==> config.mk <==
export PLATFORM = sky130hd
export DESIGN_NAME = ethernet_mmio_initiator_flat
export DESIGN_NICKNAME = d
export VERILOG_FILES = /design/src/rtl/ethernet_mmio_initiator_if.sv /design/src/rtl/ethernet_mmio_initiator.sv /design/src/flat_wrapper.sv
export SDC_FILE = /design/constraint.sdc
export NUM_CORES = 1
export LEC_CHECK = 0
export ABC_CLOCK_PERIOD_IN_PS = 2400
export BUFFER_PORTS_ARGS = -buffer_cell sky130_fd_sc_hd__buf_4
export CAP_MARGIN = 20
export CORE_UTILIZATION = 56
export CTS_BUF_LIST = sky130_fd_sc_hd__clkbuf_4
export DETAILED_ROUTE_END_ITERATION = 10
export MAX_ROUTING_LAYER = met4
export PLACE_DENSITY = 0.82
export SYNTH_ARGS = -nofsm -noshare
export SYNTH_HDL_FRONTEND = slang
export SYNTH_SLANG_ARGS = --single-unit
==> constraint.sdc <==
create_clock -name clk_i -period 2.4 [get_ports clk_i]
set_input_delay 0.12 -clock clk_i [delete_from_list [all_inputs] [get_ports clk_i]]
set_output_delay 0.12 -clock clk_i [all_outputs]
set_load 0.03 [all_outputs]
==> src/rtl/ethernet_mmio_initiator_if.sv <==
`default_nettype none
// =============================================================================
// Module   : ethernet_mmio_initiator_if
// Brief    : Host request/response channels plus the Ethernet MMIO slave bus.
// Revision : 1.0
// =============================================================================
interface ethernet_mmio_initiator_if #(
   parameter int data_width_p = 32,
   parameter int addr_width_p = 14
);
   // host request channel
   logic                      req_v_i;
   logic                      req_ready_o;
   logic                      req_write_i;
   logic [addr_width_p-1:0]   req_addr_i;
   logic [data_width_p/8-1:0] req_mask_i;
   logic [data_width_p-1:0]   req_data_i;
   // host response channel
   logic                      resp_v_o;
   logic                      resp_write_o;
   logic [data_width_p-1:0]   resp_data_o;
   logic                      resp_yumi_i;
   // slave register port
   logic [addr_width_p-1:0]   addr_o;
   logic                      write_en_o;
   logic                      read_en_o;
   logic [data_width_p/8-1:0] write_mask_o;
   logic [data_width_p-1:0]   write_data_o;
   logic [data_width_p-1:0]   read_data_i;

   modport master (
      input  req_v_i, req_write_i, req_addr_i, req_mask_i, req_data_i,
      output req_ready_o,
      output resp_v_o, resp_write_o, resp_data_o,
      input  resp_yumi_i,
      output addr_o, write_en_o, read_en_o, write_mask_o, write_data_o,
      input  read_data_i
   );

   modport slave (
      output req_v_i, req_write_i, req_addr_i, req_mask_i, req_data_i,
      input  req_ready_o,
      input  resp_v_o, resp_write_o, resp_data_o,
      output resp_yumi_i,
      input  addr_o, write_en_o, read_en_o, write_mask_o, write_data_o,
      output read_data_i
   );
endinterface
`default_nettype wire

==> src/rtl/ethernet_mmio_initiator.sv <==
`default_nettype none
// =============================================================================
// Module   : ethernet_mmio_initiator
// Brief    : Turns valid/ready host requests into single-cycle MMIO strobes and
//            returns every response in order through a credit-guarded FIFO.
// Revision : 1.0
// =============================================================================
module ethernet_mmio_initiator #(
   parameter int data_width_p = 32,
   parameter int addr_width_p = 14,
   parameter int resp_els_p   = 4
) (
   input  logic                      clk_i,
   input  logic                      reset_n_i,
   ethernet_mmio_initiator_if.master bus
);
   localparam int c_mask_w = data_width_p / 8;
   localparam int c_cnt_w  = $clog2(resp_els_p + 1);
   localparam int c_ptr_w  = (resp_els_p > 1) ? $clog2(resp_els_p) : 1;

   localparam logic [c_cnt_w-1:0] c_cnt_max  = c_cnt_w'(resp_els_p);
   localparam logic [c_cnt_w-1:0] c_cnt_one  = c_cnt_w'(1);
   localparam logic [c_ptr_w-1:0] c_ptr_last = c_ptr_w'(resp_els_p - 1);
   localparam logic [c_ptr_w-1:0] c_ptr_one  = c_ptr_w'(1);

   logic [c_cnt_w-1:0]      r_cnt;
   logic [addr_width_p-1:0] r_addr;
   logic                    r_write_en;
   logic                    r_read_en;
   logic [c_mask_w-1:0]     r_mask;
   logic [data_width_p-1:0] r_wdata;
   logic                    r_ret_v;
   logic                    r_ret_write;

   logic [data_width_p-1:0] r_fifo_data [resp_els_p];
   logic [resp_els_p-1:0]   r_fifo_write;
   logic [c_ptr_w-1:0]      r_wptr;
   logic [c_ptr_w-1:0]      r_rptr;
   logic [c_cnt_w-1:0]      r_fcnt;

   logic w_ready;
   logic w_accept;
   logic w_empty;
   logic w_pop;
   logic w_push;

   function automatic logic [c_ptr_w-1:0] ptr_next(input logic [c_ptr_w-1:0] p);
      return (p == c_ptr_last) ? '0 : p + c_ptr_one;
   endfunction

   // Credits cover every stage a request can occupy, so the FIFO never overflows.
   assign w_ready  = reset_n_i & (r_cnt < c_cnt_max);
   assign w_accept = bus.req_v_i & w_ready;
   assign w_empty  = (r_fcnt == '0);
   assign w_pop    = bus.resp_yumi_i & ~w_empty;
   assign w_push   = r_ret_v;

   always_ff @(posedge clk_i or negedge reset_n_i) begin
      if (!reset_n_i) begin
         r_cnt <= '0;
      end else begin
         unique case ({w_accept, w_pop})
            2'b10:   r_cnt <= r_cnt + c_cnt_one;
            2'b01:   r_cnt <= r_cnt - c_cnt_one;
            default: r_cnt <= r_cnt;
         endcase
      end
   end

   always_ff @(posedge clk_i or negedge reset_n_i) begin
      if (!reset_n_i) begin
         r_addr     <= '0;
         r_write_en <= 1'b0;
         r_read_en  <= 1'b0;
         r_mask     <= '0;
         r_wdata    <= '0;
      end else if (w_accept) begin
         r_addr     <= bus.req_addr_i;
         r_write_en <= bus.req_write_i;
         r_read_en  <= ~bus.req_write_i;
         r_mask     <= bus.req_write_i ? bus.req_mask_i : '0;
         r_wdata    <= bus.req_write_i ? bus.req_data_i : '0;
      end else begin
         r_write_en <= 1'b0;
         r_read_en  <= 1'b0;
      end
   end

   // Return stage lines up with the cycle the slave presents read data.
   always_ff @(posedge clk_i or negedge reset_n_i) begin
      if (!reset_n_i) begin
         r_ret_v     <= 1'b0;
         r_ret_write <= 1'b0;
      end else begin
         r_ret_v     <= r_write_en | r_read_en;
         r_ret_write <= r_write_en;
      end
   end

   always_ff @(posedge clk_i) begin
      if (w_push) begin
         r_fifo_data[r_wptr]  <= r_ret_write ? '0 : bus.read_data_i;
         r_fifo_write[r_wptr] <= r_ret_write;
      end
   end

   always_ff @(posedge clk_i or negedge reset_n_i) begin
      if (!reset_n_i) begin
         r_wptr <= '0;
         r_rptr <= '0;
         r_fcnt <= '0;
      end else begin
         if (w_push) r_wptr <= ptr_next(r_wptr);
         if (w_pop)  r_rptr <= ptr_next(r_rptr);
         unique case ({w_push, w_pop})
            2'b10:   r_fcnt <= r_fcnt + c_cnt_one;
            2'b01:   r_fcnt <= r_fcnt - c_cnt_one;
            default: r_fcnt <= r_fcnt;
         endcase
      end
   end

   assign bus.req_ready_o  = w_ready;
   assign bus.resp_v_o     = ~w_empty;
   assign bus.resp_write_o = ~w_empty & r_fifo_write[r_rptr];
   assign bus.resp_data_o  = w_empty ? '0 : r_fifo_data[r_rptr];

   assign bus.addr_o       = r_addr;
   assign bus.write_en_o   = r_write_en;
   assign bus.read_en_o    = r_read_en;
   assign bus.write_mask_o = r_mask;
   assign bus.write_data_o = r_wdata;
endmodule
`default_nettype wire

==> src/flat_wrapper.sv <==
// flat-port wrapper written by rule: the top's interface ports become plain ports
module ethernet_mmio_initiator_flat 
#(
   parameter int data_width_p = 32,
   parameter int addr_width_p = 14,
   parameter int resp_els_p   = 4
)
  (clk_i, reset_n_i, bus_req_v_i, bus_req_write_i, bus_req_addr_i, bus_req_mask_i, bus_req_data_i, bus_req_ready_o, bus_resp_v_o, bus_resp_write_o, bus_resp_data_o, bus_resp_yumi_i, bus_addr_o, bus_write_en_o, bus_read_en_o, bus_write_mask_o, bus_write_data_o, bus_read_data_i);
  ethernet_mmio_initiator_if #(.data_width_p(data_width_p), .addr_width_p(addr_width_p)) bus_i ();
  input  logic clk_i;
  input  logic reset_n_i;
  input wire logic [$bits(bus_i.req_v_i)-1:0] bus_req_v_i;
  input wire logic [$bits(bus_i.req_write_i)-1:0] bus_req_write_i;
  input wire logic [$bits(bus_i.req_addr_i)-1:0] bus_req_addr_i;
  input wire logic [$bits(bus_i.req_mask_i)-1:0] bus_req_mask_i;
  input wire logic [$bits(bus_i.req_data_i)-1:0] bus_req_data_i;
  output wire logic [$bits(bus_i.req_ready_o)-1:0] bus_req_ready_o;
  output wire logic [$bits(bus_i.resp_v_o)-1:0] bus_resp_v_o;
  output wire logic [$bits(bus_i.resp_write_o)-1:0] bus_resp_write_o;
  output wire logic [$bits(bus_i.resp_data_o)-1:0] bus_resp_data_o;
  input wire logic [$bits(bus_i.resp_yumi_i)-1:0] bus_resp_yumi_i;
  output wire logic [$bits(bus_i.addr_o)-1:0] bus_addr_o;
  output wire logic [$bits(bus_i.write_en_o)-1:0] bus_write_en_o;
  output wire logic [$bits(bus_i.read_en_o)-1:0] bus_read_en_o;
  output wire logic [$bits(bus_i.write_mask_o)-1:0] bus_write_mask_o;
  output wire logic [$bits(bus_i.write_data_o)-1:0] bus_write_data_o;
  input wire logic [$bits(bus_i.read_data_i)-1:0] bus_read_data_i;
  assign bus_i.req_v_i = bus_req_v_i;
  assign bus_i.req_write_i = bus_req_write_i;
  assign bus_i.req_addr_i = bus_req_addr_i;
  assign bus_i.req_mask_i = bus_req_mask_i;
  assign bus_i.req_data_i = bus_req_data_i;
  assign bus_req_ready_o = bus_i.req_ready_o;
  assign bus_resp_v_o = bus_i.resp_v_o;
  assign bus_resp_write_o = bus_i.resp_write_o;
  assign bus_resp_data_o = bus_i.resp_data_o;
  assign bus_i.resp_yumi_i = bus_resp_yumi_i;
  assign bus_addr_o = bus_i.addr_o;
  assign bus_write_en_o = bus_i.write_en_o;
  assign bus_read_en_o = bus_i.read_en_o;
  assign bus_write_mask_o = bus_i.write_mask_o;
  assign bus_write_data_o = bus_i.write_data_o;
  assign bus_i.read_data_i = bus_read_data_i;
  ethernet_mmio_initiator #(.data_width_p(data_width_p), .addr_width_p(addr_width_p), .resp_els_p(resp_els_p)) u_core (.clk_i(clk_i), .reset_n_i(reset_n_i), .bus(bus_i));
endmodule
==> out/metrics.sh <==
STATUS='completed'
SYNTH-SEQ-CELLS=196
CLK_TRANSITION_REPORTED_PATHS_PS=150
CRITICAL_PATH.TOP_DELAY_FAMILY='buffers and inverters'
GLOBALROUTE.TOTALOVERFLOW=0
TIMING.HOLD.WORST.CLASS='input port to asynchronous set/reset pin'
CTS_TREE='done'
GRT_PASS1_WL_UM=29400
SETUP_REPAIR_AFTER_GLOBAL_ROUTING_MISSED_ITS_MARGIN='false'
FP.COREAREA_MM2=0.0135
CRITICAL_PATH_REQUIRED_PS=2280
CRITICAL_PATH.STARTPOINT_TYPE='flip-flop'
DIE_X_UM=120
ANTENNA_FOUND_INITIAL=1
MAX_CLOCK_FREQ_GHz=0.440
ROW_COUNT=42
SYNTH_CELLS=487
FRACTION_OF_LAYOUT_CELLS_WITH_A_SIZE_SUFFIX_ABOVE_1=0.333
POSTROUTEWIRELENGTH_UM=18900
POSTROUTEANTENNANETS=0
SLOWEST_DELAY_PS=520
P_LEAK_nW=4.37
DETAIL_ROUTE.VIAS_PER_CELL=5.38
HOLD_VIOLATIONS=0
WORST_PATH_MAX_DELAY_CELL='dfrtp_1'
GRT_MAX_DEGREE=88
DETAILROUTE.VIA_COUNT=5266
CTS_BUFFER_DEPTH=2
FINALCLOCKSKEW_PS=22.2
CLK-INSERTION-DELAY-LATE_PS=560
PATH_CELLS='buf_4 -> mux4_2 -> and2_1 -> buf_4'
PATH_COMMON_CELL='buf_4'
FIN_TNS_SETUP_PS=0
FINALSETUPVIOLCOUNT=0
DRT_PRE_ANTENNA_ITERS=7
SYNTH_SEQUENTIAL_AREA_RATIO=0.711
NETLIST-CELL-TYPE-COUNT=25
GROWTH_OF_DESIGN_AREA_FROM_SYNTHESIS_TO_FINISH_PCT=38.8
TIMING.CRITICAL_PATH.FANOUT_MAX=23
HTREE_DEPTH=4
CP_NUM_BUF_INV=2
MAX-SLEW-MARGIN-REL=0.467
WORSTPATHARRIVAL_PS=2150
POST_SYNTH_INSTANCE_AREA_MM2=0.00783
NETS=885
DRC=0
FINAL.MIN_CLOCK_PERIOD_PS=2270
HPWL_DP_UM=10100
YOSYS_SYNTHESIS_WARNING_COUNT=0
CLKSINKCOUNT=196
DIE_HEIGHT_UM=120
START_UTIL=0.582
MAX_CAP_VIOL_COUNT=0
GRT_PASS1_VIAS=5611
FINAL.PERIOD_UTILIZATION=0.947
NUMCTSBUFFERS=17
VDD.IR_DROP.WORST_mV=0.741
AVGSYNTHCELLAREA_UM2=16.1
PLACE.PORT_BUFFERS=173
FIN_TOTAL_PWR_mW=11.7
GRT_USAGE=0.286
DIE_AREA_MM2=0.0145
PWRDENS_mW_PER_MM2=1080
SETUP.WORST_PATH.CLASS='flip-flop to output port'
SYNTHESIS.NETS=583
DR_WL_CELL_UM=19.3
IOS=174
CRIT_PATH_END_KIND='output port'
PLACE.GP.CONGESTION=0.730
FINALMAXSLEWVIOLATIONS=0
DRT_ITER0_DRC=361
WORSTMARGINPINSLEW_PS=799
ROOT_BUFFER='clkbuf_4'
[final cells by class]
class	instances	area [µm²]
diodes	1	2.50
clock buffers	22	165
clock inverters	10	83.8
fillers	713	2590
inverters	6	22.5
multi-input cells	257	2100
flip-flops and latches	196	5570
well taps	176	220
repair buffers	311	2710
[path summary, 6_finish.rpt]
path,start,end,slack [ps],cells past startpoint
max,u_core.r_rptr[1]$_DFFE_PN0P_,bus_resp_data_o[13],130,4
min,reset_n_i,u_core.bus.addr_o[4]$_DFFE_PN0P_,300,3
max reg2reg,u_core.r_fcnt[2]$_DFFE_PN0P_,u_core.r_cnt[2]$_DFFE_PN0P_,300,7
min reg2reg,u_core.bus.write_en_o$_DFF_PN0_,u_core.r_ret_write$_DFF_PN0_,430,0
max in group asynchronous,reset_n_i,u_core.r_rptr[0]$_DFFE_PN0P_,1500,3
min in group clk_i,bus_req_addr_i[10],u_core.bus.addr_o[10]$_DFFE_PN0P_,310,3
[power by group]
group          switching [mW]  internal (mW)
Combinational            3.07           2.35
Sequential              0.422           4.27
Clock                    1.02          0.565
[stage by stage]
| stage | instances | hold slack [ps] | utilization | setup WS, ps | instance area (µm²) |
|---|---|---|---|---|---|
| 6_report | 979 | 300 | 0.808 | 128 | 10900 |
| 5_1_grt | 979 | 261 | 0.808 | 2.57 | 10900 |
| 4_1_cts | 978 | 240 | 0.807 | 44.9 | 10900 |
| 3_5_place_dp | 821 | 338 | 0.695 | 303 | 9350 |
| 3_3_place_gp | 821 | 333 | 0.695 | 354 | 9350 |
| 2_1_floorplan | 487 | -176 | - | 310 | 7830 |
[cell usage after synthesis (all sizes together)]
cell,n,area share
edfxtp,132,0.51
nand2,73,0.035
dfrtp,64,0.20
and2,38,0.031
o21ai,38,0.024
mux4,33,0.095
nor2b,33,0.026
mux2,17,0.025
buf,15,0.013
clkbuf,13,0.0062
ha,7,0.011
inv,6,0.0029
nor2,4,0.0019
xnor2,3,0.0034
xor2,3,0.0034
fa,2,0.0051
or3,2,0.0016
and3,1,0.00080
mux2i,1,0.0013
nand3b,1,0.00096
or2,1,0.00080
[registers in the layout (all words and copies together) (netlist names)]
| register | flops |
|---|---|
| u_core.r_fifo_data | 128 |
| u_core.bus.write_data_o | 32 |
| u_core.bus.addr_o | 14 |
| u_core.bus.write_mask_o | 4 |
| u_core.r_fifo_write | 4 |
| u_core.r_cnt | 3 |
| u_core.r_fcnt | 3 |
| u_core.r_rptr | 2 |
| u_core.r_wptr | 2 |
| u_core.bus.read_en_o | 1 |
| u_core.bus.write_en_o | 1 |
| u_core.r_ret_v | 1 |
| u_core.r_ret_write | 1 |
[worst register-to-register path: stages, from the launching register on]
cell	delay [ps]
dfrtp_1	420
or3_1	400
and2_4	200
ha_1	240
fa_1	390
xnor2_1	130
nor2_1	120
xor2_1	150
[layout by cell type (no fill, tap or decap), types with 4 or more instances in the layout]
master         instances
dlygate4sd3_1        123
buf_4                183
o21ai_0               38
ha_1                   7
nand2_1               73
and2_2                 4
edfxtp_1             132
dfrtp_1               63
mux2_1                 8
clkbuf_4              22
mux2_2                 7
mux4_2                33
buf_12                 5
nor2_1                 4
inv_1                  6
and2_1                33
nor2b_1               33
[cell families after synthesis]
| kind of cell | synth area share |
|---|---|
| compound gates | 0.0243 |
| xor+xnor | 0.00671 |
| fa+ha+maj | 0.0163 |
| buf+inv | 0.0219 |
| flops | 0.711 |
| mux | 0.122 |
| simple gates | 0.0981 |
[metal layers]
| metal | up-vias | wire, µm | global-route usage |
|---|---|---|---|
| li1 | 2354 | - | - |
| met1 | 2626 | 7570 | 0.365 |
| met2 | 251 | 9750 | 0.466 |
| met3 | 35 | 1130 | 0.0500 |
| met4 | 0 | 423 | 0.106 |
| met5 | - | 0 | - |
[timing repair]
item                       4_1_cts  5_1_grt
setup endpoints to repair       24        0
gates resized for setup          1        0
buffers inserted                 2        0
hold buffers                   123        0
hold endpoints to repair       246        0
(Power assumes the default switching activity.)
